`src/rtl/iob_diff_pkg.sv`:
```
// Shared FSM encoding and saturation mode
// constants for the accumulator inverter.
package iob_diff_pkg;

  typedef enum logic {
    PRIME = 1'b0,
    RUN   = 1'b1
  } diff_state_t;

  localparam int SAT_WRAP = 0;
  localparam int SAT_ON   = 1;

endpackage

```
`src/rtl/iob_reg_re.sv`:
```
// Register with async reset, clock enable,
// synchronous restart and load enable.
module iob_reg_re #(
  parameter int                DATA_W  = 1,
  parameter logic [DATA_W-1:0] RST_VAL = '0
) (
  input  logic              clk_i,
  input  logic              arst_i,
  input  logic              cke_i,
  input  logic              rst_i,
  input  logic              en_i,
  input  logic [DATA_W-1:0] data_i,
  output logic [DATA_W-1:0] data_o
);

  logic [DATA_W-1:0] r_data;

  always_ff @(posedge clk_i or posedge arst_i) begin
    if (arst_i) begin
      r_data <= RST_VAL;
    end else if (cke_i) begin
      if (rst_i) begin
        r_data <= RST_VAL;
      end else if (en_i) begin
        r_data <= data_i;
      end
    end
  end

  assign data_o = r_data;

endmodule

```
`src/rtl/iob_diff.sv`:
```
// Accumulator inverter: emits the difference
// between consecutive accepted samples.
module iob_diff
  import iob_diff_pkg::*;
#(
  parameter int                DATA_W  = 21,
  parameter logic [DATA_W-1:0] RST_VAL = {DATA_W{1'b0}},
  parameter int                SAT     = 0
) (
  input  logic              clk_i,
  input  logic              cke_i,
  input  logic              arst_n_i,
  input  logic              rst_i,
  input  logic              en_i,
  input  logic              s_valid_i,
  output logic              s_ready_o,
  input  logic [DATA_W-1:0] s_data_i,
  output logic              m_valid_o,
  input  logic              m_ready_i,
  output logic [DATA_W-1:0] m_data_o,
  output logic              first_o,
  output logic              ovf_o
);

  localparam int MSB = DATA_W - 1;

  diff_state_t r_state;
  diff_state_t w_state_nxt;

  logic              w_arst;
  logic              w_in_xfer;
  logic              w_out_xfer;
  logic              w_valid_en;
  logic [DATA_W-1:0] w_prev;
  logic [DATA_W-1:0] w_wrap;
  logic [DATA_W-1:0] w_sat_val;
  logic [DATA_W-1:0] w_diff;
  logic              w_ovf;
  logic              w_first;

  assign w_arst = ~arst_n_i;

  assign s_ready_o = en_i & cke_i
                   & (~m_valid_o | m_ready_i);

  assign w_in_xfer  = s_valid_i & s_ready_o;
  assign w_out_xfer = m_valid_o & m_ready_i;
  assign w_valid_en = w_in_xfer | w_out_xfer;

  assign w_wrap = s_data_i - w_prev;

  // Signed overflow: operands differ in sign
  // and the result sign disagrees with cur.
  assign w_ovf = (s_data_i[MSB] != w_prev[MSB])
               & (w_wrap[MSB] != s_data_i[MSB]);

  assign w_sat_val = s_data_i[MSB]
                   ? {1'b1, {(DATA_W-1){1'b0}}}
                   : {1'b0, {(DATA_W-1){1'b1}}};

  generate
    if (SAT == SAT_ON) begin : g_sat
      assign w_diff = w_ovf ? w_sat_val : w_wrap;
    end else begin : g_wrap
      assign w_diff = w_wrap;
    end
  endgenerate

  assign w_first = (r_state == PRIME);

  always_ff @(posedge clk_i or negedge arst_n_i) begin
    if (!arst_n_i) begin
      r_state <= PRIME;
    end else begin
      r_state <= w_state_nxt;
    end
  end

  always_comb begin
    w_state_nxt = r_state;
    if (cke_i) begin
      unique case (1'b1)
        rst_i:     w_state_nxt = PRIME;
        w_in_xfer: w_state_nxt = RUN;
        default:   w_state_nxt = r_state;
      endcase
    end
  end

  iob_reg_re #(
    .DATA_W  (DATA_W),
    .RST_VAL (RST_VAL)
  ) u_prev (
    .clk_i  (clk_i),
    .arst_i (w_arst),
    .cke_i  (cke_i),
    .rst_i  (rst_i),
    .en_i   (w_in_xfer),
    .data_i (s_data_i),
    .data_o (w_prev)
  );

  iob_reg_re #(
    .DATA_W  (DATA_W),
    .RST_VAL ({DATA_W{1'b0}})
  ) u_data (
    .clk_i  (clk_i),
    .arst_i (w_arst),
    .cke_i  (cke_i),
    .rst_i  (rst_i),
    .en_i   (w_in_xfer),
    .data_i (w_diff),
    .data_o (m_data_o)
  );

  iob_reg_re #(
    .DATA_W  (1),
    .RST_VAL (1'b0)
  ) u_first (
    .clk_i  (clk_i),
    .arst_i (w_arst),
    .cke_i  (cke_i),
    .rst_i  (rst_i),
    .en_i   (w_in_xfer),
    .data_i (w_first),
    .data_o (first_o)
  );

  iob_reg_re #(
    .DATA_W  (1),
    .RST_VAL (1'b0)
  ) u_ovf (
    .clk_i  (clk_i),
    .arst_i (w_arst),
    .cke_i  (cke_i),
    .rst_i  (rst_i),
    .en_i   (w_in_xfer),
    .data_i (w_ovf),
    .data_o (ovf_o)
  );

  // Valid stays high when a drain and a
  // new load coincide.
  iob_reg_re #(
    .DATA_W  (1),
    .RST_VAL (1'b0)
  ) u_valid (
    .clk_i  (clk_i),
    .arst_i (w_arst),
    .cke_i  (cke_i),
    .rst_i  (rst_i),
    .en_i   (w_valid_en),
    .data_i (w_in_xfer),
    .data_o (m_valid_o)
  );

endmodule
```
`config.mk`:
```
export PLATFORM = sky130hd
export DESIGN_NAME = iob_diff
export DESIGN_NICKNAME = d
export VERILOG_FILES = /design/src/rtl/iob_diff_pkg.sv /design/src/rtl/iob_reg_re.sv /design/src/rtl/iob_diff.sv
export SDC_FILE = /design/constraint.sdc
export NUM_CORES = 1
export LEC_CHECK = 0
export CAP_MARGIN = 20
export CORE_MARGIN = 10
export CORE_UTILIZATION = 40
export CTS_CLUSTER_DIAMETER = 120
export DETAILED_ROUTE_END_ITERATION = 10
export SYNTH_ARGS = -nofsm -noshare
export SYNTH_HDL_FRONTEND = slang
export SYNTH_HIERARCHICAL = 1
export SYNTH_SLANG_ARGS = --single-unit
export TNS_END_PERCENT = 50
```
`constraint.sdc`:
```
create_clock -name clk_i -period 6.43 [get_ports clk_i]
set_input_delay 1.6075 -clock clk_i [delete_from_list [all_inputs] [get_ports clk_i]]
set_output_delay 1.6075 -clock clk_i [all_outputs]
set_load 0.005 [all_outputs]
```
Word-level counts from Yosys, hierarchy flattened --
Cells that the tools add are included.
Operators by class: add/sub/neg operators 1, reductions and logical operators 4, eq/ne operators 2, bitwise operators 9, multiplexer cells 11
Operator list (number):
- 2-to-1 mux 21 bit | 4
- subtractor 21 bit | 1
- 2-to-1 mux 1 bit | 6
- AND 1 bit | 5
- AND reduction 2 bit | 2
- nonzero test 2 bit | 2
- != test 1 bit | 2
- inverter 1 bit | 2
- OR 1 bit | 2
- one-hot mux 1 bit (2 select lines) | 1
Word-level totals: bits of input ports 28, register bits 46, output and inout port bits 25, word-level logic and storage cells 33

Logic depth before layout (Yosys ltp) --
Gate-level depths: netlist (run 1).
word-level depth 7, depth in mapped cells 11, mapped depth without buffers 11

Modules after synthesis --
The synthesis (run 1) kept the hierarchy.
By module, submodules not included:
- iob_reg_re at u_data ... | times used 2, sequential area each 525.5 sq um, cells each 82, area each 933.4 sq um
- iob_diff | times used 1, sequential area each 25.0 sq um, cells each 177, area each 1207.4 sq um
- iob_reg_re at u_first ... | times used 3, sequential area each 25.0 sq um, cells each 5, area each 50.0 sq um

Worst setup path after synthesis (run 1) --
Ideal clock, no wire load.
path kind input to register, from input s_data_i[0], to register u_data.r_data[20] (netlist: u_data/data_o[20]), stages 11, arrival time 3.599 ns, path slack 2.707 ns, library setup time 0.124 ns, cells stage by stage inv_1 -> ha_1 -> fa_1 -> nor2b_1 -> o2111ai_1 -> nand3_1 -> a21oi_1 -> o41a_1 -> xnor2_1 -> and4b_1 -> a211o_1
On the way: cells in the longest elaborated chain, start to end 3
Ends and longest elaborated chain:
- start, declared | line iob_diff.sv:17 | input logic [DATA_W-1:0] s_data_i,
- subtractor 21 bit | line iob_diff.sv:50 | assign w_wrap = s_data_i - w_prev;
- named net w_diff[20] | line iob_diff.sv:37 | logic [DATA_W-1:0] w_diff;
- 2-to-1 mux 21 bit | line iob_reg_re.sv:24 | end else if (en_i) begin
- 2-to-1 mux 21 bit | line iob_reg_re.sv:22 | if (rst_i) begin
- end signal, assigned | line iob_reg_re.sv:25 | r_data <= data_i;
- end, declared | line iob_reg_re.sv:16 | logic [DATA_W-1:0] r_data;
The timed path passes the listed nets, and every way through them passes these cells. The select of a mux whose other input is x is not followed. A chain may end at the register's enable or synchronous reset.

Worst setup path in the final report (run 1) --
from input cke_i, to output s_ready_o
On the way: cells in the longest elaborated chain, start to end 2
Ends and longest elaborated chain:
- start, declared | line iob_diff.sv:11 | input logic cke_i,
- AND 1 bit | line iob_diff.sv:43 | assign s_ready_o = en_i & cke_i
- AND 1 bit | line iob_diff.sv:44 | & (~m_valid_o | m_ready_i);
- end, declared | line iob_diff.sv:16 | output logic s_ready_o,
No other way between the ends.

==> results.rst, run 1 <==
.. list-table::
   :header-rows: 1

   * - Metric
     - Value
   * - TritonCTS clock tree
     - built
   * - Data arrival time at the worst-slack endpoint
     - ~2.9 ns
   * - Final critical path time including I/O delays and setup
     - between 4 and 5 ns
   * - Total non-filler cell area in the finished layout
     - between 3000 and 4000 sq um
   * - Worst Path Required
     - between 4 and 5 ns
   * - Share of total power in combinational logic
     - 0.331
   * - Area growth from synthesis to layout
     - 22.43%
   * - Number of violations reported at the end of detailed-routing iteration 0
     - 150
   * - Number of standard-cell rows in the floorplan
     - 32
   * - Classification of the worst-slack hold path
     - reg2reg
   * - Length in cells of the worst reg-to-reg path
     - 10
   * - Leading cell types in the layout, fill and taps excluded
     - sky130_fd_sc_hd__clkdlybuf4s50_1, sky130_fd_sc_hd__inv_1, sky130_fd_sc_hd__dfrtp_1
   * - DRT Wirelength
     - about 8 mm
   * - Most instantiated flip-flop cell in the synthesis netlist
     - sky130_fd_sc_hd__dfrtp_1
   * - Average cell area after synthesis
     - ~9.1 sq um
   * - Proportion of power drawn by flip-flops and latches
     - 0.375
   * - Highest Clock Rate
     - about 0.22 GHz
   * - Number of vias per cell after detailed routing
     - approximately 5.3
   * - Level count of the clock H-tree
     - 2
   * - Startpoint of the most critical hold path
     - r_state$_DFFE_PN0P_
   * - Worst hold-check slack
     - about 0.48 ns
   * - Count of final max-slew check failures
     - 0
   * - Slowest cell on the critical path
     - sky130_fd_sc_hd__clkdlybuf4s50_1
   * - Status
     - finished, final reports clean
   * - Synth Cell Area
     - 3224 sq um
   * - Synthesis-stage register bit count
     - 46
   * - Max_slew headroom
     - 0.4146
   * - Last weighted congestion value of the routability-driven placer
     - between 0.8 and 0.9
   * - Net switching power figure
     - roughly 0.28 mW
   * - Placed cell count
     - between 400 and 500
   * - Floorplan die width
     - approximately 110 um
   * - Die Outline Area
     - ~12000 sq um
   * - Worst Clk Skew
     - approximately 0.0055 ns
   * - Hold worst-path end
     - r_state$_DFFE_PN0P_
   * - Area post-placement
     - between 3000 and 4000 sq um
   * - Kind of start point of the critical path
     - input port
   * - Number of instances in the synthesized netlist
     - 356
   * - Number of setup violations in the final report
     - 0
   * - Critical Path Sink Type
     - output pin
   * - Cells along the critical path
     - clkdlybuf4s50_1, nand2_1, a21oi_1, clkdlybuf4s50_1
   * - Routed length per instance
     - ~16 um
   * - Largest delay share family, worst path
     - buffers and inverters
   * - Vias in the first global route
     - between 2k and 3k
   * - Initial antenna violation count
     - 0
   * - Storage element area
     - approximately 1200 sq um
   * - CP max FO
     - 2
   * - Count of cell types in the netlist
     - roughly 50
   * - Synth Net Count
     - just over 400
   * - Initial cell density of the core
     - 0.4151
   * - Root Buffer Master
     - sky130_fd_sc_hd__clkbuf_8
   * - Final Non-Filler Cells
     - ~510
   * - Largest net degree at the start of global routing
     - 52
   * - Clock input transition at the sequential cells of the worst setup and hold paths
     - roughly 0.09 ns
   * - Total track usage
     - 0.1344
   * - IR drop worst, VDD
     - 0.09884 mV
   * - GRT Residual Overflow
     - 0
   * - Number of port buffers
     - 52
   * - Switching share of power
     - 0.3068
   * - Multi-input logic area
     - between 1500 and 2000 sq um
   * - Max_cap viols
     - 0
   * - Post-CTS Hold Fix Bufs
     - 0
   * - Total count of hold-check failures in the final report
     - 0
   * - Cell area power density
     - ~230 nW/um^2
   * - Clock latency of the later-clocked register in the worst-skew pair
     - around 0.30 ns
   * - Final-layout fill cell count
     - between 700 and 800
   * - Reg2reg start
     - u_prev/data_o[0]$_DFFE_PP0P_
   * - Net count of the finished layout
     - between 400 and 500
   * - Type of the setup path with the least slack
     - in2out
   * - Worst Max-Slew Pin Slew
     - about 0.88 ns
   * - I/O pin count
     - 53
   * - Most frequent standard cell in the layout excluding fill and tap cells
     - sky130_fd_sc_hd__clkdlybuf4s50_1
   * - R2r endpoint
     - u_data/data_o[20]$_DFFE_PP0P_
   * - Global-route wire length before repair
     - about 13 mm
   * - Share of the clock period used by the worst path
     - 0.6939
   * - Setup repair after global routing missed its margin
     - no
   * - Clock net sink count
     - 46
   * - Leakage Power
     - roughly 1.7 nW
   * - Asr flop ratio synth
     - 1.000
   * - Number of buffers added for setup after CTS
     - 0
   * - Proportion of synthesized chip area in sequential cells
     - 0.3570
   * - Depth of the worst hold-timing path
     - 2
   * - CTS-repair resized insts
     - 0
   * - ANT nets after route
     - 0
   * - Number of buffers created by CTS
     - 5
   * - Accumulated negative setup slack
     - 0 ns
   * - Critical path buffers and inverters
     - 2
   * - Estimated wirelength of the detail-placed design
     - between 5 and 6 mm
   * - Total power consumption of the routed design
     - between 0.9 and 1 mW
   * - Die height
     - ~110 um
   * - Power share of the clock group
     - 0.293
   * - Vias
     - 2662
   * - Cell Int Power
     - between 0.6 and 0.7 mW
   * - Share of post-route cells with drive strength above 1
     - 0.04218
   * - Total core area
     - between 7000 and 8000 sq um
   * - Buffer depth of the longest clock path
     - 2
   * - Residual DRC
     - 0
   * - Dominant cell type by count on the critical path
     - sky130_fd_sc_hd__clkdlybuf4s50_1
   * - Diodes inserted
     - 0
   * - Syn. warnings
     - 6
   * - Max stage delay on crit path
     - ~0.54 ns
   * - Internal reg-to-reg setup slack
     - roughly 3.7 ns
   * - Number of enable flip-flop cells after synthesis
     - 0
   * - Iteration count of the initial detailed-routing pass
     - 4
power groups by stage:
stage | registers [mW] | clock network, mW | logic [mW]
floorplan | 0.347 | 0 | 0.194
global placement | 0.349 | 0 | 0.301
detailed placement | 0.351 | 0 | 0.305
CTS | 0.345 | 0.276 | 0.306
global route | 0.350 | 0.284 | 0.338
finish | 0.344 | 0.269 | 0.304
per-stage QoR:
step | utilization | worst slack [ns]
finish | 0.5082 | 1.968
global route | 0.5082 | 1.906
CTS | 0.5076 | 1.961
detailed placement | 0.4892 | 1.973
global placement | 0.4892 | 1.973
floorplan | - | 2.707
tightest hold or removal path, cell delays in order, from the launching register on:
cell,delay [ns]
sky130_fd_sc_hd__dfrtp_1,0.35
sky130_fd_sc_hd__nand2_1,0.05
sky130_fd_sc_hd__nand2_1,0.05
cell usage after synthesis (all sizes together) (2+ instances only):
| cell | count | area share |
|---|---|---|
| o21ai | 13 | 0.020 |
| o211a | 2 | 0.0062 |
| nand2 | 16 | 0.019 |
| and4b | 4 | 0.012 |
| inv | 51 | 0.059 |
| o21a | 3 | 0.0070 |
| a32o | 3 | 0.0093 |
| nand2b | 23 | 0.045 |
| nor3 | 4 | 0.0062 |
| nor2 | 9 | 0.010 |
| and3b | 2 | 0.0054 |
| ha | 20 | 0.078 |
| clkbuf | 4 | 0.0047 |
| a21o | 5 | 0.012 |
| a211oi | 2 | 0.0047 |
| a31oi | 3 | 0.0058 |
| xor2 | 6 | 0.016 |
| or2 | 2 | 0.0039 |
| nor2b | 10 | 0.019 |
| a211o | 5 | 0.014 |
| xnor2 | 10 | 0.027 |
| a22o | 22 | 0.060 |
| buf | 14 | 0.027 |
| and3 | 2 | 0.0039 |
| o2111ai | 2 | 0.0074 |
| o221ai | 16 | 0.043 |
| dfrtp | 46 | 0.36 |
| a21oi | 22 | 0.035 |
| nand3 | 18 | 0.028 |
kinds of logic (layout without fill, tap and decap cells):
kind of cell    after synthesis  in the layout  synth area share
xor+xnor                     16             16           0.04346
buf+inv                      69            116           0.09119
mux                           1              1          0.003105
compound gates              106            106            0.2518
simple gates                 97             97            0.1696
fa+ha+maj                    21             21           0.08382
flops                        46             46            0.3570
routing by layer:
layer,part of all wire,GRT usage,up-vias,wire length (um)
met5,0,0,-,0
met4,0.010,0.03346,0,80
met3,0.042,0.02048,5,338
met2,0.44,0.1998,45,3484
met1,0.51,0.1973,1252,4099
li1,-,-,1360,-
layout make-up:
| cell class | instances | area share |
|---|---|---|
| clock buffers | 6 | 0.02092 |
| clock inverters | 2 | 0.01521 |
| flip-flops and latches | 46 | 0.2916 |
| inverters | 51 | 0.04849 |
| multi-input cells | 241 | 0.4507 |
| well taps | 102 | 0.03233 |
| repair buffers | 57 | 0.1407 |
how the worst max path moves through the flow:
stage / from / endpoint / slack, ns / cells after the start
6_report: cke_i / s_ready_o / 1.97 / 4
5_1_grt: cke_i / s_ready_o / 1.91 / 4
4_1_cts: cke_i / s_ready_o / 1.96 / 4
3_5_place_dp: cke_i / s_ready_o / 1.97 / 4
3_3_place_gp: cke_i / s_ready_o / 1.97 / 4
2_1_floorplan: s_data_i[0] / u_data/data_o[20]$_DFFE_PP0P_ / 2.71 / 11
sequential cells by signal (all words and copies together), names as in the netlist:
register        flops
u_data/data_o      21
r_state             1
u_prev/data_o      21
u_ovf/data_o        1
u_first/data_o      1
u_valid/data_o      1
Note: power is estimated with default switching activity, not from simulation.
==> run 2: changes to the inputs <==
--- a/config.mk
+++ b/config.mk
@@ -10,6 +10,7 @@
 export CORE_UTILIZATION = 40
 export CTS_CLUSTER_DIAMETER = 120
 export DETAILED_ROUTE_END_ITERATION = 10
+export PLACE_DENSITY = 0.65
 export SYNTH_ARGS = -nofsm -noshare
 export SYNTH_HDL_FRONTEND = slang
 export SYNTH_HIERARCHICAL = 1
==> constraint.sdc (replaced) <==
create_clock -name clk_i -period 4.1 [get_ports clk_i]
set_input_delay 1.025 -clock clk_i [delete_from_list [all_inputs] [get_ports clk_i]]
set_output_delay 1.025 -clock clk_i [all_outputs]
set_load 0.005 [all_outputs]
==> run 2 against run 1 <==
Against the previous run: utilization grew 0.29 points; clock power rose by 58%; register-to-register slack worse by 2.3 ns; critical path depth is 8 higher; global-route usage rose by 0.56 points.
==> results.rst, run 2 (synthesis gave the netlist of run 1 again) <==
.. list-table::
   :header-rows: 1

   * - Metric
     - Value
   * - Final Non-Filler Cells
     - 508 (+0.59%)
   * - Vias
     - 2751 (+3.3%)
   * - Net count of the finished layout
     - 454 (+0.67%)
   * - Max stage delay on crit path
     - 0.47 ns (-0.07 ns)
   * - Leakage Power
     - 1.762 nW (+0.86%)
   * - Total count of hold-check failures in the final report
     - 0 (unchanged)
   * - TritonCTS clock tree
     - built
   * - Vias in the first global route
     - 2799 (+8.0%)
   * - Share of the clock period used by the worst path
     - 0.8644
   * - Net switching power figure
     - 0.4486 mW (+59%)
   * - Last weighted congestion value of the routability-driven placer
     - 0.8464 (-2.4%)
   * - Number of buffers added for setup after CTS
     - 0 (unchanged)
   * - Highest Clock Rate
     - 0.2822 GHz
   * - Routed length per instance
     - 16.20 um (+2.2%)
   * - Die Outline Area
     - 12050 sq um (unchanged)
   * - Slowest cell on the critical path
     - sky130_fd_sc_hd__clkdlybuf4s50_1
   * - CP max FO
     - 3 (+1)
   * - Clock net sink count
     - 46 (unchanged)
   * - Largest delay share family, worst path
     - compound AO/OA/AOI/OAI gates
   * - Global-route wire length before repair
     - 13.54 mm (+3.3%)
   * - Worst Path Required
     - 4.30 ns (-0.52 ns)
   * - Classification of the worst-slack hold path
     - reg2reg
   * - Number of violations reported at the end of detailed-routing iteration 0
     - 147 (-2.0%)
   * - GRT Residual Overflow
     - 0 (unchanged)
   * - Area growth from synthesis to layout
     - 23.13%
   * - Cell Int Power
     - 0.9985 mW (+57%)
   * - Number of port buffers
     - 52 (unchanged)
   * - Clock input transition at the sequential cells of the worst setup and hold paths
     - 0.10 ns (about the same)
   * - Floorplan die width
     - 109.8 um (unchanged)
   * - Max_slew headroom
     - 0.4044 (-0.01026)
   * - Number of buffers created by CTS
     - 5 (unchanged)
   * - Total power consumption of the routed design
     - 1.447 mW (+58%)
   * - Number of vias per cell after detailed routing
     - 5.415 (+2.7%)
   * - ANT nets after route
     - 0 (unchanged)
   * - Estimated wirelength of the detail-placed design
     - 6.246 mm (+4.2%)
   * - Critical Path Sink Type
     - flop
   * - Leading cell types in the layout, fill and taps excluded
     - sky130_fd_sc_hd__clkdlybuf4s50_1, sky130_fd_sc_hd__inv_1, sky130_fd_sc_hd__dfrtp_1
   * - Post-CTS Hold Fix Bufs
     - 0 (unchanged)
   * - Initial antenna violation count
     - 0 (unchanged)
   * - Die height
     - 109.8 um (unchanged)
   * - Initial cell density of the core
     - 0.4151 (unchanged)
   * - IR drop worst, VDD
     - 0.1817 mV (+84%)
   * - Switching share of power
     - 0.3100 (+0.003139)
   * - Share of total power in combinational logic
     - 0.332 (about the same)
   * - Status
     - finished, final reports clean
   * - Setup repair after global routing missed its margin
     - no
   * - Power share of the clock group
     - 0.294 (about the same)
   * - Worst Max-Slew Pin Slew
     - 0.8925 ns (+0.01538 ns)
   * - Share of post-route cells with drive strength above 1
     - 0.04926 (+0.007077)
   * - Proportion of power drawn by flip-flops and latches
     - 0.374 (about the same)
   * - Worst Clk Skew
     - 0.01211 ns (+0.006564 ns)
   * - Accumulated negative setup slack
     - 0 ns (unchanged)
   * - Cells along the critical path
     - clkdlybuf4s50_1, inv_1, ha_1, fa_1, nor2b_1, o2111ai_1, nand3_1, a21oi_1, o41a_1, xnor2_1, and4b_1, a211o_1
   * - DRT Wirelength
     - 8.229 mm (+2.8%)
   * - Total core area
     - 7767 sq um (unchanged)
   * - Cell area power density
     - 364.5 nW/um^2 (+57%)
   * - Residual DRC
     - 0 (unchanged)
   * - Critical path buffers and inverters
     - 2 (unchanged)
   * - CTS-repair resized insts
     - 0 (unchanged)
   * - Diodes inserted
     - 0 (unchanged)
   * - Data arrival time at the worst-slack endpoint
     - 3.75 ns (+0.90 ns)
   * - Root Buffer Master
     - sky130_fd_sc_hd__clkbuf_8
   * - Kind of start point of the critical path
     - input port
   * - Number of setup violations in the final report
     - 0 (unchanged)
   * - Number of standard-cell rows in the floorplan
     - 32 (unchanged)
   * - Buffer depth of the longest clock path
     - 2 (unchanged)
   * - Max_cap viols
     - 0 (unchanged)
   * - Total track usage
     - 0.1399 (+0.005554)
   * - Level count of the clock H-tree
     - 2 (unchanged)
   * - Most frequent standard cell in the layout excluding fill and tap cells
     - sky130_fd_sc_hd__clkdlybuf4s50_1
   * - Placed cell count
     - 500 (+0.81%)
   * - Final critical path time including I/O delays and setup
     - between 3 and 4 ns
   * - I/O pin count
     - 53 (unchanged)
   * - Largest net degree at the start of global routing
     - 52 (unchanged)
   * - Clock latency of the later-clocked register in the worst-skew pair
     - 0.31 ns (about the same)
   * - Iteration count of the initial detailed-routing pass
     - 4 (unchanged)
   * - Type of the setup path with the least slack
     - in2reg
   * - Count of final max-slew check failures
     - 0 (unchanged)
[run 2: final timing paths]
check                                              startpoint                             to  slack (ns)  depth (start not counted)
worst max-delay path                              s_data_i[0]  u_data/data_o[20]$_DFFE_PP0P_        0.56                         12
worst min-delay path            u_data/data_o[13]$_DFFE_PP0P_  u_data/data_o[13]$_DFFE_PP0P_        0.50                          1
worst max register to register   u_prev/data_o[0]$_DFFE_PP0P_  u_data/data_o[20]$_DFFE_PP0P_        1.40                         10
worst min register to register  u_data/data_o[13]$_DFFE_PP0P_  u_data/data_o[13]$_DFFE_PP0P_        0.50                          1
max in group asynchronous                            arst_n_i   u_prev/data_o[2]$_DFFE_PP0P_        2.14                          3
min in group asynchronous                            arst_n_i            r_state$_DFFE_PN0P_        0.86                          1
[run 2: through the flow]
stage	setup slack (ns)	utilization	hold WS, ns	area (sq um)
6_report	0.5558	0.5111	0.5032	3970
5_1_grt	0.3842	0.5111	0.5225	3970
4_1_cts	0.5822	0.5111	0.5087	3970
3_5_place_dp	0.2496	0.4928	0.4825	3827
3_3_place_gp	0.2868	0.4921	0.4592	3822
2_1_floorplan	0.9597	-	0.4442	3224
[run 2: layer usage]
layer / share of wire / vias to the layer above / global-route usage
li1: - / 1366 / -
met1: 0.49 / 1323 / 0.1879
met2: 0.45 / 55 / 0.2202
met3: 0.045 / 7 / 0.02282
met4: 0.015 / 0 / 0.05297
met5: 0 / - / 0
[run 2: power groups by stage]
stage | logic, mW | registers, mW | clock network (mW)
final | 0.481 | 0.541 | 0.426
after CTS | 0.482 | 0.542 | 0.436
after detailed placement | 0.479 | 0.551 | 0
after global placement | 0.471 | 0.548 | 0
after floorplan | 0.304 | 0.545 | 0
after global routing | 0.534 | 0.550 | 0.455
[run 2: layout make-up]
type / count / area [sq um]
Tap cell: 102 / 127.6
Sequential cell: 46 / 1151
Timing Repair Buffer: 60 / 578.1
Multi-Input combinational cell: 241 / 1779
Fill cell: 744 / 3797
Clock buffer: 6 / 82.58
Clock inverter: 2 / 60.06
Inverter: 51 / 191.4
==> run 3: changes to the inputs <==
--- a/config.mk
+++ b/config.mk
@@ -6,6 +6,7 @@
 export NUM_CORES = 1
 export LEC_CHECK = 0
 export CAP_MARGIN = 20
+export CORE_ASPECT_RATIO = 0.9
 export CORE_MARGIN = 10
 export CORE_UTILIZATION = 40
 export CTS_CLUSTER_DIAMETER = 120
==> run 3 against run 2 <==
Against the previous run: fmax increased by 0.22%; hold slack lost 0.0079 ns; clock power fell by 18%; critical endpoint unchanged; setup slack improved by 0.0078 ns; combinational power fell by 3%; count of clock-buffer cells in the layout shrank 1; power shrank 6.1%; sequential share of layout area grew 0.45 points; first-iteration DRC count decreased by 19%.
==> results.rst, run 3 (synthesis gave the netlist of run 1 again) <==
.. list-table::
   :header-rows: 1

   * - Metric
     - Value
   * - I/O pin count
     - 53 (unchanged)
   * - Number of vias per cell after detailed routing
     - 5.381 (-0.64%)
   * - CTS-repair resized insts
     - 0 (unchanged)
   * - Depth of the worst hold-timing path
     - 2 (+1)
   * - Level count of the clock H-tree
     - 2 (unchanged)
   * - Root Buffer Master
     - sky130_fd_sc_hd__clkbuf_8
   * - Startpoint of the most critical hold path
     - r_state$_DFFE_PN0P_
   * - Setup slack after layout
     - 0.5636 ns (+0.007802 ns)
   * - Total non-filler cell area in the finished layout
     - 3910 sq um (-1.5%)
   * - Estimated wirelength of the detail-placed design
     - 5.909 mm (-5.4%)
   * - Final-layout fill cell count
     - 723 (-2.8%)
   * - Total power consumption of the routed design
     - 1.359 mW (-6.1%)
   * - Net count of the finished layout
     - 451 (-0.66%)
   * - Final Non-Filler Cells
     - 499 (-1.8%)
   * - Share of post-route cells with drive strength above 1
     - 0.04218 (-0.007077)
   * - Total count of hold-check failures in the final report
     - 0 (unchanged)
   * - Placed cell count
     - 490 (-2.0%)
   * - Area growth from synthesis to layout
     - 21.27%
   * - Count of final max-slew check failures
     - 0 (unchanged)
   * - Core occupancy in the finished layout
     - 0.5081 (-0.002985)
   * - Diodes inserted
     - 0 (unchanged)
   * - Worst Path Required
     - 4.29 ns (about the same)
   * - Type of the setup path with the least slack
     - in2reg
   * - Routed length per instance
     - 15.67 um (-3.3%)
   * - Kind of start point of the critical path
     - input port
   * - Vias in the first global route
     - 2674 (-4.5%)
   * - Share of the clock period used by the worst path
     - 0.8625 (-0.001903)
   * - Status
     - finished, final reports clean
   * - Iteration count of the initial detailed-routing pass
     - 6 (+2)
   * - Total core area
     - 7695 sq um (-0.93%)
   * - Leakage Power
     - 1.734 nW (-1.6%)
   * - Post-Place Setup Slack
     - 0.2499 ns (+0.0002760 ns)
   * - Cell area power density
     - 347.5 nW/um^2 (-4.7%)
   * - Total track usage
     - 0.1294 (-0.01047)
   * - Number of setup violations in the final report
     - 0 (unchanged)
   * - Initial cell density of the core
     - 0.4190 (+0.003915)
   * - Worst hold-check slack
     - 0.4953 ns (-0.007858 ns)
   * - Number of violations reported at the end of detailed-routing iteration 0
     - 119 (-19%)
   * - Area post-placement
     - 3792 sq um (-0.92%)
   * - Final critical path time including I/O delays and setup
     - 3.536 ns (-0.007802 ns)
   * - Critical Path Sink Type
     - flop
   * - Global-route wire length before repair
     - 13.24 mm (-2.2%)
   * - Length in cells of the worst reg-to-reg path
     - 10 (unchanged)
   * - Die Outline Area
     - 12060 sq um (about the same)
   * - Buffer depth of the longest clock path
     - 2 (unchanged)
   * - Setup repair after global routing missed its margin
     - no
   * - ANT nets after route
     - 0 (unchanged)
   * - CP max FO
     - 3 (unchanged)
   * - Floorplan die width
     - 114.6 um (+4.4%)
   * - Clock latency of the later-clocked register in the worst-skew pair
     - 0.30 ns (about the same)
   * - IR drop worst, VDD
     - 0.1451 mV (-20%)
   * - Number of port buffers
     - 52 (unchanged)
   * - GRT Residual Overflow
     - 0 (unchanged)
   * - Post-CTS Hold Fix Bufs
     - 0 (unchanged)
   * - Worst Clk Skew
     - 0.003793 ns (-0.008314 ns)
   * - Residual DRC
     - 0 (unchanged)
   * - Leading cell types in the layout, fill and taps excluded
     - sky130_fd_sc_hd__clkdlybuf4s50_1, sky130_fd_sc_hd__inv_1, sky130_fd_sc_hd__dfrtp_1
   * - Largest net degree at the start of global routing
     - 52 (unchanged)
   * - Internal reg-to-reg setup slack
     - 1.40 ns (about the same)
   * - Reg2reg start
     - u_prev/data_o[0]$_DFFE_PP0P_
   * - Highest Clock Rate
     - 0.2828 GHz (+0.22%)
   * - Number of buffers added for setup after CTS
     - 0 (unchanged)
   * - Number of buffers created by CTS
     - 5 (unchanged)
   * - Clock input transition at the sequential cells of the worst setup and hold paths
     - 0.09 ns (about the same)
   * - DRT Wirelength
     - 7.820 mm (-5.0%)
   * - Data arrival time at the worst-slack endpoint
     - 3.73 ns (-0.02 ns)
   * - TritonCTS clock tree
     - built
   * - Number of standard-cell rows in the floorplan
     - 30 (-6.3%)
   * - Vias
     - 2685 (-2.4%)
   * - Worst Max-Slew Pin Slew
     - 0.8710 ns (-0.02148 ns)
   * - Max_slew headroom
     - 0.4187 (+0.01434)
   * - Most frequent standard cell in the layout excluding fill and tap cells
     - sky130_fd_sc_hd__clkdlybuf4s50_1
   * - Die height
     - 105.2 um (-4.2%)
   * - Clock net sink count
     - 46 (unchanged)
   * - R2r endpoint
     - u_data/data_o[20]$_DFFE_PP0P_
   * - Hold worst-path end
     - r_state$_DFFE_PN0P_
   * - Initial antenna violation count
     - 0 (unchanged)
   * - Classification of the worst-slack hold path
     - reg2reg
   * - Last weighted congestion value of the routability-driven placer
     - 0.8534 (+0.83%)
   * - Max_cap viols
     - 0 (unchanged)
   * - Accumulated negative setup slack
     - 0 ns (unchanged)
-- run 3: layer usage --
metal	vias to the layer above	share of wire	GRT usage
met5	-	0	0
met2	57	0.43	0.1911
li1	1357	-	-
met4	0	0.015	0.03846
met3	9	0.063	0.03202
met1	1262	0.49	0.1803
-- run 3: layout make-up --
cell class	instances	area, sq um	share of cell area
inverter	51	191.4	0.04896
multi-input combinational	241	1779	0.4550
sequential	46	1151	0.2944
clock inverter	3	43.79	0.01120
timing repair buffer	57	555.5	0.1421
tap	96	120.1	0.03072
clock buffer	5	68.82	0.01760
-- run 3: how the worst max path moves through the flow --
stage	from	end	slack [ns]	depth (start not counted)
after floorplan	s_data_i[0]	u_data/data_o[20]$_DFFE_PP0P_	0.96	11
after global placement	s_data_i[0]	u_data/data_o[20]$_DFFE_PP0P_	0.32	12
after detailed placement	s_data_i[0]	u_data/data_o[20]$_DFFE_PP0P_	0.25	12
after CTS	s_data_i[0]	u_data/data_o[20]$_DFFE_PP0P_	0.58	12
after global routing	s_data_i[0]	u_data/data_o[20]$_DFFE_PP0P_	0.45	12
final	s_data_i[0]	u_data/data_o[20]$_DFFE_PP0P_	0.56	12
-- run 3: report_power, final --
group | switching (mW) | total [mW] | leakage, nW | internal (mW)
Clock | 0.165 | 0.348 | 0.0585 | 0.183
Combinational | 0.235 | 0.468 | 1.05 | 0.233
Sequential | 0.0390 | 0.542 | 0.621 | 0.503
Total | 0.440 | 1.36 | 1.73 | 0.919
-- run 3: worst max-delay path: stages --
cell                              delay (ns)
sky130_fd_sc_hd__clkdlybuf4s50_1        0.48
sky130_fd_sc_hd__inv_1                  0.05
sky130_fd_sc_hd__ha_1                   0.21
sky130_fd_sc_hd__fa_1                   0.41
sky130_fd_sc_hd__nor2b_1                0.17
sky130_fd_sc_hd__o2111ai_1              0.19
sky130_fd_sc_hd__nand3_1                0.14
sky130_fd_sc_hd__a21oi_1                0.12
sky130_fd_sc_hd__o41a_1                 0.38
sky130_fd_sc_hd__xnor2_1                0.15
sky130_fd_sc_hd__and4b_1                0.20
sky130_fd_sc_hd__a211o_1                0.21
